### src/rtl/fft_cmult_seq_pkg.sv
// Shared types and constants for the sequential FFT twiddle multiplier.
package fft_cmult_seq_pkg;

  localparam int DATA_W = 12;
  localparam int PROD_W = 24;
  localparam int ACC_W  = 25;

  typedef enum logic [2:0] {
    IDLE  = 3'd0,
    ISSUE = 3'd1,
    WAIT  = 3'd2,
    ROUND = 3'd3,
    OUT   = 3'd4
  } state_e;

  // Order in which the four partial products are issued.
  localparam logic [1:0] P_RR = 2'd0;
  localparam logic [1:0] P_II = 2'd1;
  localparam logic [1:0] P_RI = 2'd2;
  localparam logic [1:0] P_IR = 2'd3;

  typedef struct packed {
    logic signed [DATA_W-1:0] a_re;
    logic signed [DATA_W-1:0] a_im;
    logic signed [DATA_W-1:0] w_re;
    logic signed [DATA_W-1:0] w_im;
  } operands_t;

  typedef struct packed {
    logic signed [DATA_W-1:0] a;
    logic signed [DATA_W-1:0] b;
  } mul_ops_t;

  function automatic mul_ops_t sel_operands(input operands_t ops, input logic [1:0] idx);
    mul_ops_t m;
    case (idx)
      P_RR:    begin m.a = ops.a_re; m.b = ops.w_re; end
      P_II:    begin m.a = ops.a_im; m.b = ops.w_im; end
      P_RI:    begin m.a = ops.a_re; m.b = ops.w_im; end
      default: begin m.a = ops.a_im; m.b = ops.w_re; end
    endcase
    return m;
  endfunction

endpackage

### src/rtl/fft_round_sat.sv
// Combinational round-half-up arithmetic right shift followed by saturation
// to a signed OUT_W result.
module fft_round_sat #(
  parameter int IN_W      = 25,
  parameter int FRAC_BITS = 11,
  parameter int OUT_W     = 12
) (
  input  logic signed [IN_W-1:0]  acc,
  output logic signed [OUT_W-1:0] y
);

  // One guard bit so adding the rounding constant can never wrap.
  localparam int SUM_W = IN_W + 1;
  localparam logic signed [SUM_W-1:0] ROUND_C = SUM_W'(1) << (FRAC_BITS - 1);
  localparam logic signed [SUM_W-1:0] SAT_MAX = SUM_W'((1 << (OUT_W - 1)) - 1);
  localparam logic signed [SUM_W-1:0] SAT_MIN = -SAT_MAX - SUM_W'(1);

  logic signed [SUM_W-1:0] sum;
  logic signed [SUM_W-1:0] shifted;

  always_comb begin
    sum     = SUM_W'(acc) + ROUND_C;
    shifted = sum >>> FRAC_BITS;
    if (shifted > SAT_MAX) begin
      y = SAT_MAX[OUT_W-1:0];
    end else if (shifted < SAT_MIN) begin
      y = SAT_MIN[OUT_W-1:0];
    end else begin
      y = shifted[OUT_W-1:0];
    end
  end

endmodule

### src/rtl/fft_cmult_seq.sv
// Sequential complex multiplier: four real products through one shared
// external multiplier, accumulated, rounded, saturated, handed off valid/ready.
module fft_cmult_seq
  import fft_cmult_seq_pkg::*;
#(
  parameter int FRAC_BITS   = 11,
  parameter int OUT_W       = 12,
  parameter int MUL_TIMEOUT = 64
) (
  input  logic                     clk,
  input  logic                     rst,
  input  logic                     in_valid,
  output logic                     in_ready,
  input  logic signed [DATA_W-1:0] a_re,
  input  logic signed [DATA_W-1:0] a_im,
  input  logic signed [DATA_W-1:0] w_re,
  input  logic signed [DATA_W-1:0] w_im,
  output logic                     mul_en,
  output logic signed [DATA_W-1:0] mul_a,
  output logic signed [DATA_W-1:0] mul_b,
  input  logic signed [PROD_W-1:0] mul_p,
  input  logic                     mul_rdy,
  output logic                     out_valid,
  input  logic                     out_ready,
  output logic signed [OUT_W-1:0]  y_re,
  output logic signed [OUT_W-1:0]  y_im,
  output logic                     err
);

  localparam int TMO_W = $clog2(MUL_TIMEOUT + 1);

  state_e                   state_q, state_d;
  logic [1:0]               idx_q, idx_d;
  logic [TMO_W-1:0]         tmo_q, tmo_d;
  operands_t                ops_q, ops_d;
  logic signed [ACC_W-1:0]  acc_re_q, acc_re_d;
  logic signed [ACC_W-1:0]  acc_im_q, acc_im_d;
  logic                     in_ready_q, in_ready_d;
  logic                     mul_en_q, mul_en_d;
  logic signed [DATA_W-1:0] mul_a_q, mul_a_d;
  logic signed [DATA_W-1:0] mul_b_q, mul_b_d;
  logic                     out_valid_q, out_valid_d;
  logic signed [OUT_W-1:0]  y_re_q, y_re_d;
  logic signed [OUT_W-1:0]  y_im_q, y_im_d;
  logic                     err_q, err_d;

  logic signed [ACC_W-1:0]  p_ext;
  logic signed [OUT_W-1:0]  rnd_re, rnd_im;
  mul_ops_t                 nxt_ops;

  fft_round_sat #(.IN_W(ACC_W), .FRAC_BITS(FRAC_BITS), .OUT_W(OUT_W)) u_rs_re (
    .acc (acc_re_q),
    .y   (rnd_re)
  );

  fft_round_sat #(.IN_W(ACC_W), .FRAC_BITS(FRAC_BITS), .OUT_W(OUT_W)) u_rs_im (
    .acc (acc_im_q),
    .y   (rnd_im)
  );

  // NOTE: every signal assigned here gets a default first, so no path can
  // leave it unassigned and infer a latch.
  always_comb begin
    state_d     = state_q;
    idx_d       = idx_q;
    tmo_d       = tmo_q;
    ops_d       = ops_q;
    acc_re_d    = acc_re_q;
    acc_im_d    = acc_im_q;
    mul_en_d    = 1'b0;
    mul_a_d     = mul_a_q;
    mul_b_d     = mul_b_q;
    out_valid_d = out_valid_q;
    y_re_d      = y_re_q;
    y_im_d      = y_im_q;
    err_d       = 1'b0;
    p_ext       = ACC_W'(mul_p);
    nxt_ops     = '0;

    case (state_q)
      IDLE: begin
        if (in_valid && in_ready_q) begin
          ops_d.a_re = a_re;
          ops_d.a_im = a_im;
          ops_d.w_re = w_re;
          ops_d.w_im = w_im;
          acc_re_d   = '0;
          acc_im_d   = '0;
          idx_d      = P_RR;
          nxt_ops    = sel_operands(ops_d, P_RR);
          mul_a_d    = nxt_ops.a;
          mul_b_d    = nxt_ops.b;
          mul_en_d   = 1'b1;
          state_d    = ISSUE;
        end
      end
      ISSUE: begin
        tmo_d   = '0;
        state_d = WAIT;
      end
      WAIT: begin
        if (mul_rdy) begin
          case (idx_q)
            P_RR:    acc_re_d = acc_re_q + p_ext;
            P_II:    acc_re_d = acc_re_q - p_ext;
            default: acc_im_d = acc_im_q + p_ext;
          endcase
          if (idx_q == P_IR) begin
            state_d = ROUND;
          end else begin
            idx_d    = idx_q + 2'd1;
            nxt_ops  = sel_operands(ops_q, idx_d);
            mul_a_d  = nxt_ops.a;
            mul_b_d  = nxt_ops.b;
            mul_en_d = 1'b1;
            state_d  = ISSUE;
          end
        end else if (tmo_q == TMO_W'(MUL_TIMEOUT - 1)) begin
          // MUL_TIMEOUT wait cycles have now elapsed without a product.
          err_d   = 1'b1;
          state_d = IDLE;
        end else begin
          tmo_d = tmo_q + TMO_W'(1);
        end
      end
      ROUND: begin
        y_re_d      = rnd_re;
        y_im_d      = rnd_im;
        out_valid_d = 1'b1;
        state_d     = OUT;
      end
      OUT: begin
        if (out_ready) begin
          out_valid_d = 1'b0;
          state_d     = IDLE;
        end
      end
      default: state_d = IDLE;
    endcase

    in_ready_d = (state_d == IDLE);
  end

  // NOTE: state registers use non-blocking assignments so every flop samples
  // the pre-edge values regardless of statement order.
  always_ff @(posedge clk) begin
    if (rst) begin
      state_q     <= IDLE;
      idx_q       <= '0;
      tmo_q       <= '0;
      ops_q       <= '0;
      acc_re_q    <= '0;
      acc_im_q    <= '0;
      in_ready_q  <= 1'b0;
      mul_en_q    <= 1'b0;
      mul_a_q     <= '0;
      mul_b_q     <= '0;
      out_valid_q <= 1'b0;
      y_re_q      <= '0;
      y_im_q      <= '0;
      err_q       <= 1'b0;
    end else begin
      state_q     <= state_d;
      idx_q       <= idx_d;
      tmo_q       <= tmo_d;
      ops_q       <= ops_d;
      acc_re_q    <= acc_re_d;
      acc_im_q    <= acc_im_d;
      in_ready_q  <= in_ready_d;
      mul_en_q    <= mul_en_d;
      mul_a_q     <= mul_a_d;
      mul_b_q     <= mul_b_d;
      out_valid_q <= out_valid_d;
      y_re_q      <= y_re_d;
      y_im_q      <= y_im_d;
      err_q       <= err_d;
    end
  end

  assign in_ready  = in_ready_q;
  assign mul_en    = mul_en_q;
  assign mul_a     = mul_a_q;
  assign mul_b     = mul_b_q;
  assign out_valid = out_valid_q;
  assign y_re      = y_re_q;
  assign y_im      = y_im_q;
  assign err       = err_q;

endmodule

### config.mk
export PLATFORM = sky130hd
export DESIGN_NAME = fft_cmult_seq
export DESIGN_NICKNAME = d
export VERILOG_FILES = /design/src/rtl/fft_cmult_seq_pkg.sv /design/src/rtl/fft_round_sat.sv /design/src/rtl/fft_cmult_seq.sv
export SDC_FILE = /design/constraint.sdc
export NUM_CORES = 1
export LEC_CHECK = 0
export CAP_MARGIN = 20
export CORE_AREA = 5 5 135 137
export CTS_CLUSTER_DIAMETER = 50
export CTS_CLUSTER_SIZE = 12
export DETAILED_ROUTE_END_ITERATION = 10
export DIE_AREA = 0 0 140 142
export PLACE_DENSITY = 0.94
export SKIP_LAST_GASP = 1
export SLEW_MARGIN = 20
export SYNTH_ARGS = -nofsm -noshare
export SYNTH_HDL_FRONTEND = slang
export SYNTH_HIERARCHICAL = 1
export SYNTH_SLANG_ARGS = --single-unit
### constraint.sdc
create_clock -name clk -period 8.05 [get_ports clk]
set_clock_uncertainty 0.1 [all_clocks]
set_input_delay 1.61 -clock clk [delete_from_list [all_inputs] [get_ports clk]]
set_output_delay 1.61 -clock clk [all_outputs]
set_load 0.03 [all_outputs]
==> flow_metrics.tcl <==
set metrics [dict create \
    cts_tree "built" \
    via_per_inst 6.089 \
    final_common_cell "nand2_1" \
    io_buffers 128 \
    vdd_drop_max_mv 0.1484 \
    clk_pin_slew_ns 0.06 \
    tns_ns 0 \
    drt_first_iter_violations 793 \
    routed-via-count 9943 \
    dr.pass1.iters 5 \
    fmaxAchievable_mhz 182.7 \
    cp_max_fo 9 \
    clockRootBuffer "clkbuf_16" \
    cp.arrival_ns 5.73 \
    floorplan.die.height_um 142 \
    yosysSeqAreaShare 0.3198 \
    grt_pass1_vias 9405 \
    use_met2 0.4776 \
    gp_congestion 0.9099 \
    yosys_register_bits 162 \
    min_period_over_period 0.6798 \
    syn_avg_cell_area_um2 7.693 \
    synthToLayoutAreaGrowth_pct 18.46 \
    antenna_found_initial 0 \
    setup_ws_ns 2.578 \
    hold_buffers 0 \
    worstMarginPinSlew_ns 1.016 \
    syn-num-nets 1456 \
    finalCriticalPeriod_ns 5.472 \
    io_pins 129 \
    power.density_mw_per_mm2 163.6 \
    end_kind "flop" \
    mostFrequentLayoutCells "nand2_1, a21oi_1, dfxtp_1" \
    die_w_um 140 \
    grt-ovfl-total 0 \
    status "finished clean" \
    cap_violations 0 \
    pre_cts_ws_ns 2.234 \
    cts_made_buffers 17 \
    post_cts_resize_count 0 \
    critPathKind "in2reg" \
    grt_pass1_wl_um 44870 \
    start_kind "primary input" \
    clkSinkCount 162 \
    yosys.area.top_type "dfxtp_1" \
    hold_viol 0 \
    die_area_mm2 0.01988 \
    core_mm2 0.01694 \
    ys_async_sr_fraction 0 \
    drt_wl_total_um 27950 \
    grt_max_degree 77 \
    synthCells 1318 \
    final_nets 1534 \
    layout-drive-gt1-share 0.05611 \
    start_util 0.5987 \
    synthTopCellsByArea "dfxtp_1, a21oi_1, nand2_1" \
    power_leakage_nw 4.644 \
    cts_max_path_buffers 2 \
    drc 0 \
    diodes 0 \
    dp_hpwl_um 19460 \
    synth_warnings 6 \
    setup_violations 0 \
    critPathRequiredTime_ns 8.31 \
    clk_latency_ns 0.44 \
    yosysUniqueCellTypes 86 \
    syn_area_mm2 0.01014 \
    synth_edf_count 0 \
    use_met3 0.06418 \
    relSlewSlack 0.3216 \
    min_path_type "reg2reg" \
    synth_top_area_frac 0.3198 \
    post_drt_wl_per_cell_um 17.12 \
    fillCellCount 1304 \
    final_max_slew_viol_count 0 \
    num_rows 48 \
    antenna_left 0 \
    synth-main-ff-cell "dfxtp_1" \
    cts_setup_buffers 0 \
    grtUsageTotal 0.2711 \
    top_usage_layer "met2" \
    h-tree-depth 4 \
    rsz0062_at_grt "no" \
    use_met1 0.3221 \
]
-- worst max-delay path: stages --
cell	delay, ns
clkdlybuf4s50_1	0.52
nor2_1	0.17
nor4b_1	0.72
nand3b_1	0.27
nor4_1	0.24
nor2_1	0.08
xnor2_1	0.18
ha_1	0.44
nand4_1	0.15
o41ai_1	0.69
a221oi_2	0.17
xnor2_1	0.22
a21oi_1	0.09
mux2i_1	0.17
-- routing by layer --
metal	up-vias	part of all wire
met4	0	0.029
met2	379	0.49
li1	4823	-
met1	4672	0.41
met3	69	0.075
met5	-	0
-- cell usage after synthesis, types with 5 or more instances --
library cell,number
nand2_1,214
a21oi_1,176
dfxtp_1,162
nor2_1,123
o21ai_0,66
clkbuf_1,62
ha_1,59
xnor2_1,58
xor2_1,35
a21o_1,29
nor3_1,29
inv_1,26
nand3_1,22
nand4_1,17
a211oi_1,16
a22oi_1,16
mux2i_1,16
a221oi_1,12
and3_1,12
a31oi_1,10
nor2b_1,10
nand2b_1,8
nor4_1,8
a21boi_0,7
and2_1,6
o21bai_1,6
buf_2,5
o21ai_1,5
o31ai_1,5
or2_2,5
-- power breakdown --
| part | switching, W | internal [W] | total (W) | leakage (nW) |
|---|---|---|---|---|
| clock | 0.000353 | 0.000461 | 0.000813 | 0.279 |
| combinational | 0.000182 | 0.000122 | 0.000304 | 3.05 |
| sequential | 0.0000196 | 0.000829 | 0.000848 | 1.31 |
-- stage by stage --
step	instance area [µm²]	std cells	power [W]	util	hold slack [ns]
6_report	12010	1633	0.001965	0.7092	0.3529
5_1_grt	12010	1633	0.002036	0.7092	0.3663
4_1_cts	12010	1633	0.001965	0.7092	0.3548
3_5_place_dp	11430	1602	0.001161	0.6751	0.3462
3_3_place_gp	11430	1602	0.001151	0.6751	0.3375
2_1_floorplan	10140	1318	0.001051	-	0.3291
-- flip-flops by register name, indices dropped and copies added, names as in the netlist --
register and cells:
out_valid 1, ops_q 48, mul_en 1, in_ready 1, y_im 12, idx_q 2
y_re 12, state_q 3, acc_re_q 25, acc_im_q 25, err 1, mul_a 12
tmo_q 7, mul_b 12
-- cell families after synthesis --
| group | after synthesis | share of synthesized area |
|---|---|---|
| XOR/XNOR | 94 | 0.08194 |
| AND/OR/NAND/NOR | 494 | 0.2288 |
| flip-flops | 162 | 0.3198 |
| AO/OA/AOI/OAI | 388 | 0.2346 |
| multiplexers | 17 | 0.01690 |
| buffers and inverters | 102 | 0.04121 |
| adder cells (fa/ha/maj) | 61 | 0.07675 |
-- path summary, 6_finish.rpt --
check / slack [ns] / startpoint / depth (start not counted) / endpoint
setup reg to reg: 3.37 / idx_q[0] / 11 / acc_re_q[24]
setup / recovery: 2.58 / mul_p[2] / 14 / acc_re_q[24]
hold reg to reg: 0.35 / ops_q[29] / 2 / ops_q[29]
hold / removal: 0.35 / ops_q[29] / 2 / ops_q[29]
-- area by class of cell --
type                    instances  area [µm²]  share of cell area
clock buffers                  18       429.2             0.03573
clock inverters                13       148.9             0.01240
inverters                      27       101.3            0.008437
multi-input cells            1054        6484              0.5398
flip-flops and latches        162        3243              0.2700
well taps                     225       281.5             0.02344
repair buffers                134        1324              0.1102
No activity file was read; power rests on OpenSTA's default activity.
